--- src/rtl/dmem_pkg.sv ---
// rtl/dmem_pkg.sv - shared constants, state type and size helper for the data-memory arbiter
`ifndef DATA_MEM_SIZE
`define DATA_MEM_SIZE 1024
`endif

package dmem_pkg;
    localparam logic [2:0] SZ_B = 3'd1;
    localparam logic [2:0] SZ_H = 3'd2;
    localparam logic [2:0] SZ_W = 3'd4;

    localparam int REQ_CORE = 0;
    localparam int REQ_DBG  = 1;

    typedef enum logic {
        IDLE,
        LOAD_WAIT
    } dmem_state_t;

    function automatic logic size_legal(input logic [2:0] sz);
        return (sz == SZ_B) || (sz == SZ_H) || (sz == SZ_W);
    endfunction
endpackage

--- src/rtl/dmem_arbiter_if.sv ---
// rtl/dmem_arbiter_if.sv - requester, response and memory-side signals of the data-memory arbiter
interface dmem_arbiter_if;
    logic [1:0]  req_valid;
    logic [1:0]  req_store;
    logic [63:0] req_addr;
    logic [63:0] req_wdata;
    logic [5:0]  req_size;
    logic [1:0]  req_sign;
    logic [1:0]  req_ready;
    logic [1:0]  rsp_valid;
    logic        rsp_err;
    logic [31:0] rsp_rdata;
    logic [31:0] mem_addr;
    logic [31:0] mem_wdata;
    logic        mem_store;
    logic        mem_load;
    logic [2:0]  mem_size;
    logic        mem_sign;
    logic [31:0] mem_rdata;

    modport slave (
        input  req_valid, req_store, req_addr, req_wdata, req_size, req_sign, mem_rdata,
        output req_ready, rsp_valid, rsp_err, rsp_rdata,
        output mem_addr, mem_wdata, mem_store, mem_load, mem_size, mem_sign
    );

    modport master (
        output req_valid, req_store, req_addr, req_wdata, req_size, req_sign, mem_rdata,
        input  req_ready, rsp_valid, rsp_err, rsp_rdata,
        input  mem_addr, mem_wdata, mem_store, mem_load, mem_size, mem_sign
    );
endinterface

--- src/rtl/dmem_arbiter_rr_arb2.sv ---
// rtl/dmem_arbiter_rr_arb2.sv - two-way round-robin grant with its own preference pointer
module rr_arb2 (
    input  logic       clk,
    input  logic       rst,
    input  logic [1:0] req,
    input  logic       advance,
    output logic [1:0] gnt
);
    logic ptr_q;

    always_comb begin
        gnt = 2'b00;
        if (req[ptr_q]) begin
            gnt[ptr_q] = 1'b1;
        end else if (req[~ptr_q]) begin
            gnt[~ptr_q] = 1'b1;
        end
    end

    // Preference moves to whichever requester lost the slot.
    always_ff @(posedge clk) begin
        if (rst) begin
            ptr_q <= 1'b0;
        end else if (advance && (gnt != 2'b00)) begin
            ptr_q <= gnt[0];
        end
    end
endmodule

--- src/rtl/dmem_arbiter.sv ---
// rtl/dmem_arbiter.sv - arbitrates core and debug ports onto the data memory and returns tagged responses
module dmem_arbiter
    import dmem_pkg::*;
#(
    parameter int MEM_BYTES = `DATA_MEM_SIZE,
    parameter int NREQ      = 2
) (
    input logic           clk,
    input logic           rst,
    dmem_arbiter_if.slave bus
);
    if (NREQ != 2) begin : g_nreq_check
        $error("dmem_arbiter supports exactly two requesters");
    end

    dmem_state_t state_q, state_d;
    logic [1:0]  arb_req, gnt;
    logic        granted, win;
    logic [31:0] sel_addr, sel_wdata;
    logic [2:0]  sel_size;
    logic        sel_store, sel_sign;
    logic        range_err, acc_err, do_store, do_load;
    logic        pend_q;
    logic [1:0]  rsp_valid_q;
    logic        rsp_err_q;
    logic [31:0] rsp_rdata_q;

    assign arb_req = (state_q == IDLE) ? bus.req_valid : 2'b00;

    rr_arb2 u_rr (
        .clk     (clk),
        .rst     (rst),
        .req     (arb_req),
        .advance (granted),
        .gnt     (gnt)
    );

    assign granted   = |gnt;
    assign win       = gnt[REQ_DBG];
    assign sel_addr  = win ? bus.req_addr[63:32]  : bus.req_addr[31:0];
    assign sel_wdata = win ? bus.req_wdata[63:32] : bus.req_wdata[31:0];
    assign sel_size  = win ? bus.req_size[5:3]    : bus.req_size[2:0];
    assign sel_store = win ? bus.req_store[1]     : bus.req_store[0];
    assign sel_sign  = win ? bus.req_sign[1]      : bus.req_sign[0];

    // 33-bit sum so an address near the top of the 32-bit space cannot wrap into range.
    assign range_err = ({1'b0, sel_addr} + {30'd0, sel_size}) > 33'(MEM_BYTES);
    assign acc_err   = !size_legal(sel_size) || range_err;
    assign do_store  = granted && sel_store && !acc_err;
    assign do_load   = granted && !sel_store && !acc_err;

    assign bus.req_ready = gnt;
    assign bus.mem_store = do_store;
    assign bus.mem_load  = do_load;
    assign bus.mem_addr  = granted ? sel_addr  : 32'd0;
    assign bus.mem_wdata = granted ? sel_wdata : 32'd0;
    assign bus.mem_size  = granted ? sel_size  : 3'd0;
    assign bus.mem_sign  = granted ? sel_sign  : 1'b0;

    always_ff @(posedge clk) begin
        if (rst) begin
            state_q <= IDLE;
        end else begin
            state_q <= state_d;
        end
    end

    always_comb begin
        state_d = state_q;
        case (state_q)
            IDLE:      if (do_load) state_d = LOAD_WAIT;
            LOAD_WAIT: state_d = IDLE;
            default:   state_d = IDLE;
        endcase
    end

    // Stores and errors answer one cycle after the grant; loads answer after the read-latency cycle.
    always_ff @(posedge clk) begin
        if (rst) begin
            rsp_valid_q <= 2'b00;
            rsp_err_q   <= 1'b0;
            rsp_rdata_q <= 32'd0;
            pend_q      <= 1'b0;
        end else if (state_q == LOAD_WAIT) begin
            rsp_valid_q <= pend_q ? 2'b10 : 2'b01;
            rsp_err_q   <= 1'b0;
            rsp_rdata_q <= bus.mem_rdata;
        end else begin
            rsp_valid_q <= (granted && !do_load) ? gnt : 2'b00;
            rsp_err_q   <= granted && acc_err;
            rsp_rdata_q <= 32'd0;
            if (do_load) begin
                pend_q <= win;
            end
        end
    end

    assign bus.rsp_valid = rsp_valid_q;
    assign bus.rsp_err   = rsp_err_q;
    assign bus.rsp_rdata = rsp_rdata_q;
endmodule

--- src/flat_wrapper.sv ---
// flat-port wrapper written by rule: the top's interface ports become plain ports
module dmem_arbiter_flat import dmem_pkg::*;
#(
    parameter int MEM_BYTES = `DATA_MEM_SIZE,
    parameter int NREQ      = 2
)
  (clk, rst, bus_req_valid, bus_req_store, bus_req_addr, bus_req_wdata, bus_req_size, bus_req_sign, bus_mem_rdata, bus_req_ready, bus_rsp_valid, bus_rsp_err, bus_rsp_rdata, bus_mem_addr, bus_mem_wdata, bus_mem_store, bus_mem_load, bus_mem_size, bus_mem_sign);
  dmem_arbiter_if bus_i ();
  input logic clk;
  input logic rst;
  input wire logic [$bits(bus_i.req_valid)-1:0] bus_req_valid;
  input wire logic [$bits(bus_i.req_store)-1:0] bus_req_store;
  input wire logic [$bits(bus_i.req_addr)-1:0] bus_req_addr;
  input wire logic [$bits(bus_i.req_wdata)-1:0] bus_req_wdata;
  input wire logic [$bits(bus_i.req_size)-1:0] bus_req_size;
  input wire logic [$bits(bus_i.req_sign)-1:0] bus_req_sign;
  input wire logic [$bits(bus_i.mem_rdata)-1:0] bus_mem_rdata;
  output wire logic [$bits(bus_i.req_ready)-1:0] bus_req_ready;
  output wire logic [$bits(bus_i.rsp_valid)-1:0] bus_rsp_valid;
  output wire logic [$bits(bus_i.rsp_err)-1:0] bus_rsp_err;
  output wire logic [$bits(bus_i.rsp_rdata)-1:0] bus_rsp_rdata;
  output wire logic [$bits(bus_i.mem_addr)-1:0] bus_mem_addr;
  output wire logic [$bits(bus_i.mem_wdata)-1:0] bus_mem_wdata;
  output wire logic [$bits(bus_i.mem_store)-1:0] bus_mem_store;
  output wire logic [$bits(bus_i.mem_load)-1:0] bus_mem_load;
  output wire logic [$bits(bus_i.mem_size)-1:0] bus_mem_size;
  output wire logic [$bits(bus_i.mem_sign)-1:0] bus_mem_sign;
  assign bus_i.req_valid = bus_req_valid;
  assign bus_i.req_store = bus_req_store;
  assign bus_i.req_addr = bus_req_addr;
  assign bus_i.req_wdata = bus_req_wdata;
  assign bus_i.req_size = bus_req_size;
  assign bus_i.req_sign = bus_req_sign;
  assign bus_i.mem_rdata = bus_mem_rdata;
  assign bus_req_ready = bus_i.req_ready;
  assign bus_rsp_valid = bus_i.rsp_valid;
  assign bus_rsp_err = bus_i.rsp_err;
  assign bus_rsp_rdata = bus_i.rsp_rdata;
  assign bus_mem_addr = bus_i.mem_addr;
  assign bus_mem_wdata = bus_i.mem_wdata;
  assign bus_mem_store = bus_i.mem_store;
  assign bus_mem_load = bus_i.mem_load;
  assign bus_mem_size = bus_i.mem_size;
  assign bus_mem_sign = bus_i.mem_sign;
  dmem_arbiter #(.MEM_BYTES(MEM_BYTES), .NREQ(NREQ)) u_core (.clk(clk), .rst(rst), .bus(bus_i));
endmodule
--- config.mk ---
export PLATFORM = sky130hd
export DESIGN_NAME = dmem_arbiter_flat
export DESIGN_NICKNAME = d
export VERILOG_FILES = /design/src/rtl/dmem_pkg.sv /design/src/rtl/dmem_arbiter_if.sv /design/src/rtl/dmem_arbiter_rr_arb2.sv /design/src/rtl/dmem_arbiter.sv /design/src/flat_wrapper.sv
export SDC_FILE = /design/constraint.sdc
export NUM_CORES = 1
export LEC_CHECK = 0
export ABC_CLOCK_PERIOD_IN_PS = 16650
export BUFFER_PORTS_ARGS = -buffer_cell sky130_fd_sc_hd__buf_2
export CAP_MARGIN = 0
export CORE_ASPECT_RATIO = 2
export CORE_MARGIN = 10
export CORE_UTILIZATION = 44
export CTS_CLUSTER_DIAMETER = 100
export DETAILED_ROUTE_END_ITERATION = 10
export HOLD_SLACK_MARGIN = 0.15
export PLACE_DENSITY = 0.94
export SLEW_MARGIN = 15
export SYNTH_ARGS = -nofsm -noshare
export SYNTH_HDL_FRONTEND = slang
export SYNTH_SLANG_ARGS = --single-unit
--- constraint.sdc ---
create_clock -name clk -period 16.65 [get_ports clk]
set_input_delay 3.33 -clock clk [delete_from_list [all_inputs] [get_ports clk]]
set_output_delay 3.33 -clock clk [all_outputs]
set_load 0.01 [all_outputs]
# Yosys cells after proc, flatten, opt, wreduce, memory -nomap -nowiden
# Index checks and enable logic that the tools add are counted.
# W data, S select, Z words.
# classes
add_sub_neg,1
mul,0
div_mod_pow,0
n_lt_le_gt_ge,5
eq_ne,3
n_shift,0
mux,25
bitwise,2
reduce_logical,21
# op_table
op,count
$mux W32,4
$add A32 B3 Y33,1
$gt A33 B11 Y1 const B,1
$mux W2,6
$mux W1,10
$logic_and A1 B1 Y1,9
$mux W3,2
$reduce_or A2 Y1,3
$logic_not A1 Y1,4
$lt A1 B2 Y1 const B,2
$eq A3 B1 Y1 const B,1
$eq A3 B2 Y1 const B,1
$eq A3 B3 Y1 const B,1
$logic_or A1 B1 Y1,3
$demux W1 S1,2
$ge A1 B1 Y1 const B,2
$not A1 Y1,2
$pmux W1 S2,1
$reduce_and A2 Y1,1
$reduce_bool A2 Y1,1
# word_totals
regBits,38
latch_bits,0
ram_bits,0
rom_bits,0
in_bits,174
output_inout_bits,107
elab_cells,63
n_memories,0

# Depth between registers and ports, before layout
# logic_depth
ltp_word,19
mapped_depth,19
mapped_depth_nobuf,17

# Hierarchy
# From an unflattened synthesis, not the netlist that was laid out.
# hier_totals
cells_unflattened,420
area_unflattened_um2,3339.5
# modules_own_cells
mod,n_inst,cells_each,area_each_um2,seq_area_each_um2
dmem_arbiter,1,413,3274.4,740.7
rr_arb2,1,7,65.1,20.0

# Worst setup path before layout
# OpenSTA, ideal clock, no wires.
# synth_timing
path_kind,input to output
startpoint,input bus_req_valid[1]
endpoint,output bus_mem_load
t_arrival_ps,6964
t_required_ps,13320
setup_slack_ps,6356
cell_stages,18
n_path_buf,3
path_cell_list,and2b_1 -> nand2_1 -> buf_2 -> buf_1 -> buf_1 -> nand2_1 -> nand2_1 -> ha_1 -> inv_1 -> fa_1 -> nor2b_1 -> nor2_1 -> or4_1 -> a21boi_0 -> o21bai_1 -> o311ai_1 -> nor4bb_2 -> and2_1
# synth_between
elab_chain_len,13
word_cells_on_any_way,24
cone_classes,1 x add/sub; 1 x order compare; 3 x eq/ne; 10 x mux; 9 x reduce/logical
# synth_rtl
element,line_no,rtl
from (decl),flat_wrapper.sv:11,input wire logic [$bits(bus_i.req_valid)-1:0] bus_req_valid;
$mux W2 *,dmem_arbiter.sv:28,assign arb_req = (state_q == IDLE) ? bus.req_valid : 2'b00;
$mux W1 (implied by the code) (2 in series),dmem_arbiter_rr_arb2.sv:15,end else if (req[~ptr_q]) begin
$mux W2,dmem_arbiter_rr_arb2.sv:15,
$mux W2 *,dmem_arbiter_rr_arb2.sv:13,if (req[ptr_q]) begin
"parallel branches: the longest is 7 deep, another holds $add A32 B3 Y33",n/a,
$logic_and A1 B1 Y1 *,dmem_arbiter.sv:50,assign do_load = granted && !sel_store && !acc_err;
to (decl),flat_wrapper.sv:25,output wire logic [$bits(bus_i.mem_load)-1:0] bus_mem_load;
# Mark *: on every way between the ends. The select of a mux whose other input is x is not followed.

# Worst setup path in the final report
# layout_timing
startpoint,input bus_req_valid[0]
endpoint,output bus_mem_store
# layout_between
elab_chain_len,13
word_cells_on_any_way,23
cone_classes,1 x add/sub; 1 x order compare; 3 x eq/ne; 10 x mux; 8 x reduce/logical
# layout_rtl
element,line_no,rtl
$mux W2 *,dmem_arbiter.sv:28,
$mux W1 (implied by the code) (2 in series),dmem_arbiter_rr_arb2.sv:15,
$mux W2,dmem_arbiter_rr_arb2.sv:15,
$mux W2 *,dmem_arbiter_rr_arb2.sv:13,
"parallel branches: the longest is 7 deep, another holds $add A32 B3 Y33",n/a,
$logic_and A1 B1 Y1 *,dmem_arbiter.sv:49,assign do_store = granted && sel_store && !acc_err;
to (decl),flat_wrapper.sv:24,output wire logic [$bits(bus_i.mem_store)-1:0] bus_mem_store;
# Marked as above.

==> metrics.txt <==
IO Count=281; nets=981; DR pass1 iterations=7; Worst Skew=0.003771 ns; vias in the first global route=5135; Commonest cells post-synth=nand2_1 (121), a21oi_1 (68), and2_1 (39); number of port buffers=280; clock tree root buffer cell=clkbuf_16; final core utilization=64.15%; Crit Path Category=input pin to primary output; number of synthesized register bits=38; EDFF count, synth=0; worst min path class=flip-flop to flip-flop; Crit. End Element=primary output; drt total wl=19840 microns; initial antenna violation count=0; die area=12600 sq um; crit path max fanout=73; floorplan core area=8233 sq um; WL per Instance=21.99 microns; antenna diode count=0; worst vdd ir=0.04171 mV; Initial Util=44.51%; clk buf depth=2; Yosys warnings=0; R2R setup slack=11.47 ns; layout cell share with drive strength beyond 1=38.18%; fin area=5281 sq um; Resized cells post-CTS=0; fin crit share=68.89%; Avg Cell Area, Syn=6.688 sq um; Synth area leaders=dfxtp_1 (21%), nand2_1 (12%), a21oi_1 (9.3%); RSZ-0062 raised after global routing=no; Num CTS Buffers=5; CP arrival=8.14 ns; Slew HR=36.79%; register area share after synthesis=20.76%; dpl cell area=5082 sq um; Clock Sinks=38; Area Overhead vs Synth=44.11%; Top FF cell, synth=dfxtp_1; largest net degree at the start of global routing=74; Worst-path clk slew=0.05 ns; first-pass GRT wire length=29550 microns; cell area after synthesis=3665 sq um; pwr/cell area=64.99 nW/um^2; Initial DRC Count=488; DRC errors left=0; Synth top area share=20.76%; status=finished clean; Synth area leader=dfxtp_1; most frequent cell after synthesis=nand2_1; CTS tree=done; # setup viols final=0; fmax=0.08718 GHz; Worst-Skew Late Latency=0.28 ns; Worst Max-Slew Pin Slew=0.9439 ns; cts hold-fix bufs=0; H-tree levels=2; Mapped Cells=548; setup_tns=0 ns; Crit path required time=13.32 ns; fillers=761; gpl congestion=0.9890; gr usage total=28.93%; DR vias=5351; Static Leak=2.687 nW; Via density=5.932; synth unique cells=62; num rows=47; Post-CTS Setup Inserts=0; Die Wd=84.53 microns; Async SR Flop Fraction=0%; Max Slew Vio Count=0; Congestion Overflow GR=0; Die Y-Extent=149.1 microns; CP startpoint kind=input pin; Final Hold Viols=0; syn nets=726; Antenna Nets Post-Route=0; HPWL after DPL=15470 microns; Final min period=11.47 ns; Max-cap violations=0
==> report_power, final <==
group / internal [mW] / switching (mW)
Sequential: 0.0915 / 0.000291
Clock: 0.0899 / 0.0373
Combinational: 0.0496 / 0.0746
==> final timing paths <==
check | end | start | depth (start not counted)
worst min-delay path | u_core.bus.rsp_valid[1] | u_core.pend_q | 1
worst max register to register | u_core.bus.rsp_valid[0] | u_core.u_rr.ptr_q | 17
worst min register to register | u_core.bus.rsp_valid[1] | u_core.pend_q | 1
worst max-delay path | bus_mem_store | bus_req_valid[0] | 19
==> critical path, stage by stage <==
cell and delay, ns:
buf_2 0.13, nand2b_1 0.45, nand2_2 0.25, buf_4 0.63
nand2_1 0.15, nand2_1 0.10, ha_1 0.17, inv_1 0.06
fa_1 0.40, nor2b_1 0.29, o22ai_1 0.17, o32ai_1 0.57
nand3_1 0.17, xnor2_1 0.15, mux2i_1 0.20, and4_1 0.34
and2_1 0.17, nor3b_2 0.18, buf_2 0.18
==> flip-flops by register name (all words and copies together) (netlist names) <==
signal / flops
u_core.bus.rsp_valid: 2
u_core.state_q: 1
u_core.bus.rsp_rdata: 32
u_core.bus.rsp_err: 1
u_core.u_rr.ptr_q: 1
u_core.pend_q: 1
==> kinds of logic (layout without fill, tap and decap cells) <==
group | Yosys count | in the layout | synth area share, %
DFF | 38 | 38 | 20.76
xor gates and xnor gates | 21 | 21 | 5.019
adders and majority gates | 4 | 4 | 1.571
and+or+nand+nor | 283 | 283 | 38.96
AOI/OAI and AO/OA | 138 | 138 | 23.05
buffers and inverters | 43 | 299 | 4.814
muxes | 21 | 21 | 5.838
==> layer usage <==
| layer | vias to the layer above | share of wire (%) | global-route usage (%) |
|---|---|---|---|
| li1 | 2471 | - | - |
| met1 | 2466 | 32 | 28.63 |
| met2 | 354 | 54 | 54.59 |
| met3 | 60 | 11 | 8.917 |
| met4 | 0 | 3.4 | 9.851 |
| met5 | - | 0 | 0 |
==> area by class of cell <==
type | count | area (sq um) | area share [%]
Sequential cell | 38 | 760.7 | 14.40
Clock inverter | 2 | 60.06 | 1.137
Multi-Input combinational cell | 467 | 2741 | 51.91
Tap cell | 98 | 122.6 | 2.322
Clock buffer | 6 | 138.9 | 2.630
Timing Repair Buffer | 284 | 1431 | 27.10
Inverter | 7 | 26.28 | 0.4975
==> layout by cell type, fill, tap and decap left out, drive strengths merged, types with 3 or more instances in the layout <==
cell / instances
clkbuf: 6
and3: 11
nand4: 15
o22ai: 6
nand3: 27
a21oi: 68
nand2: 121
nand2b: 3
xnor2: 13
nor3: 8
a21o: 3
dfxtp: 38
o21ai: 20
a31oi: 4
nor4: 7
buf: 284
ha: 3
or3: 6
nor2b: 4
mux2: 3
o32ai: 3
o31ai: 4
and2: 39
a41oi: 3
xor2: 8
inv: 7
o211ai: 7
or4: 3
nor2: 25
mux2i: 18
and4: 5
==> through the flow <==
step	instances	power, mW	worst slack [ns]	hold slack [ns]
6_report	902	0.3432	5.180	0.5039
5_1_grt	902	0.3571	4.844	0.5269
4_1_cts	902	0.3417	5.280	0.5015
3_5_place_dp	894	0.2153	5.380	0.4737
3_3_place_gp	894	0.2141	5.430	0.4552
2_1_floorplan	548	0.1589	6.356	0.4495
(Power assumes the default switching activity.)
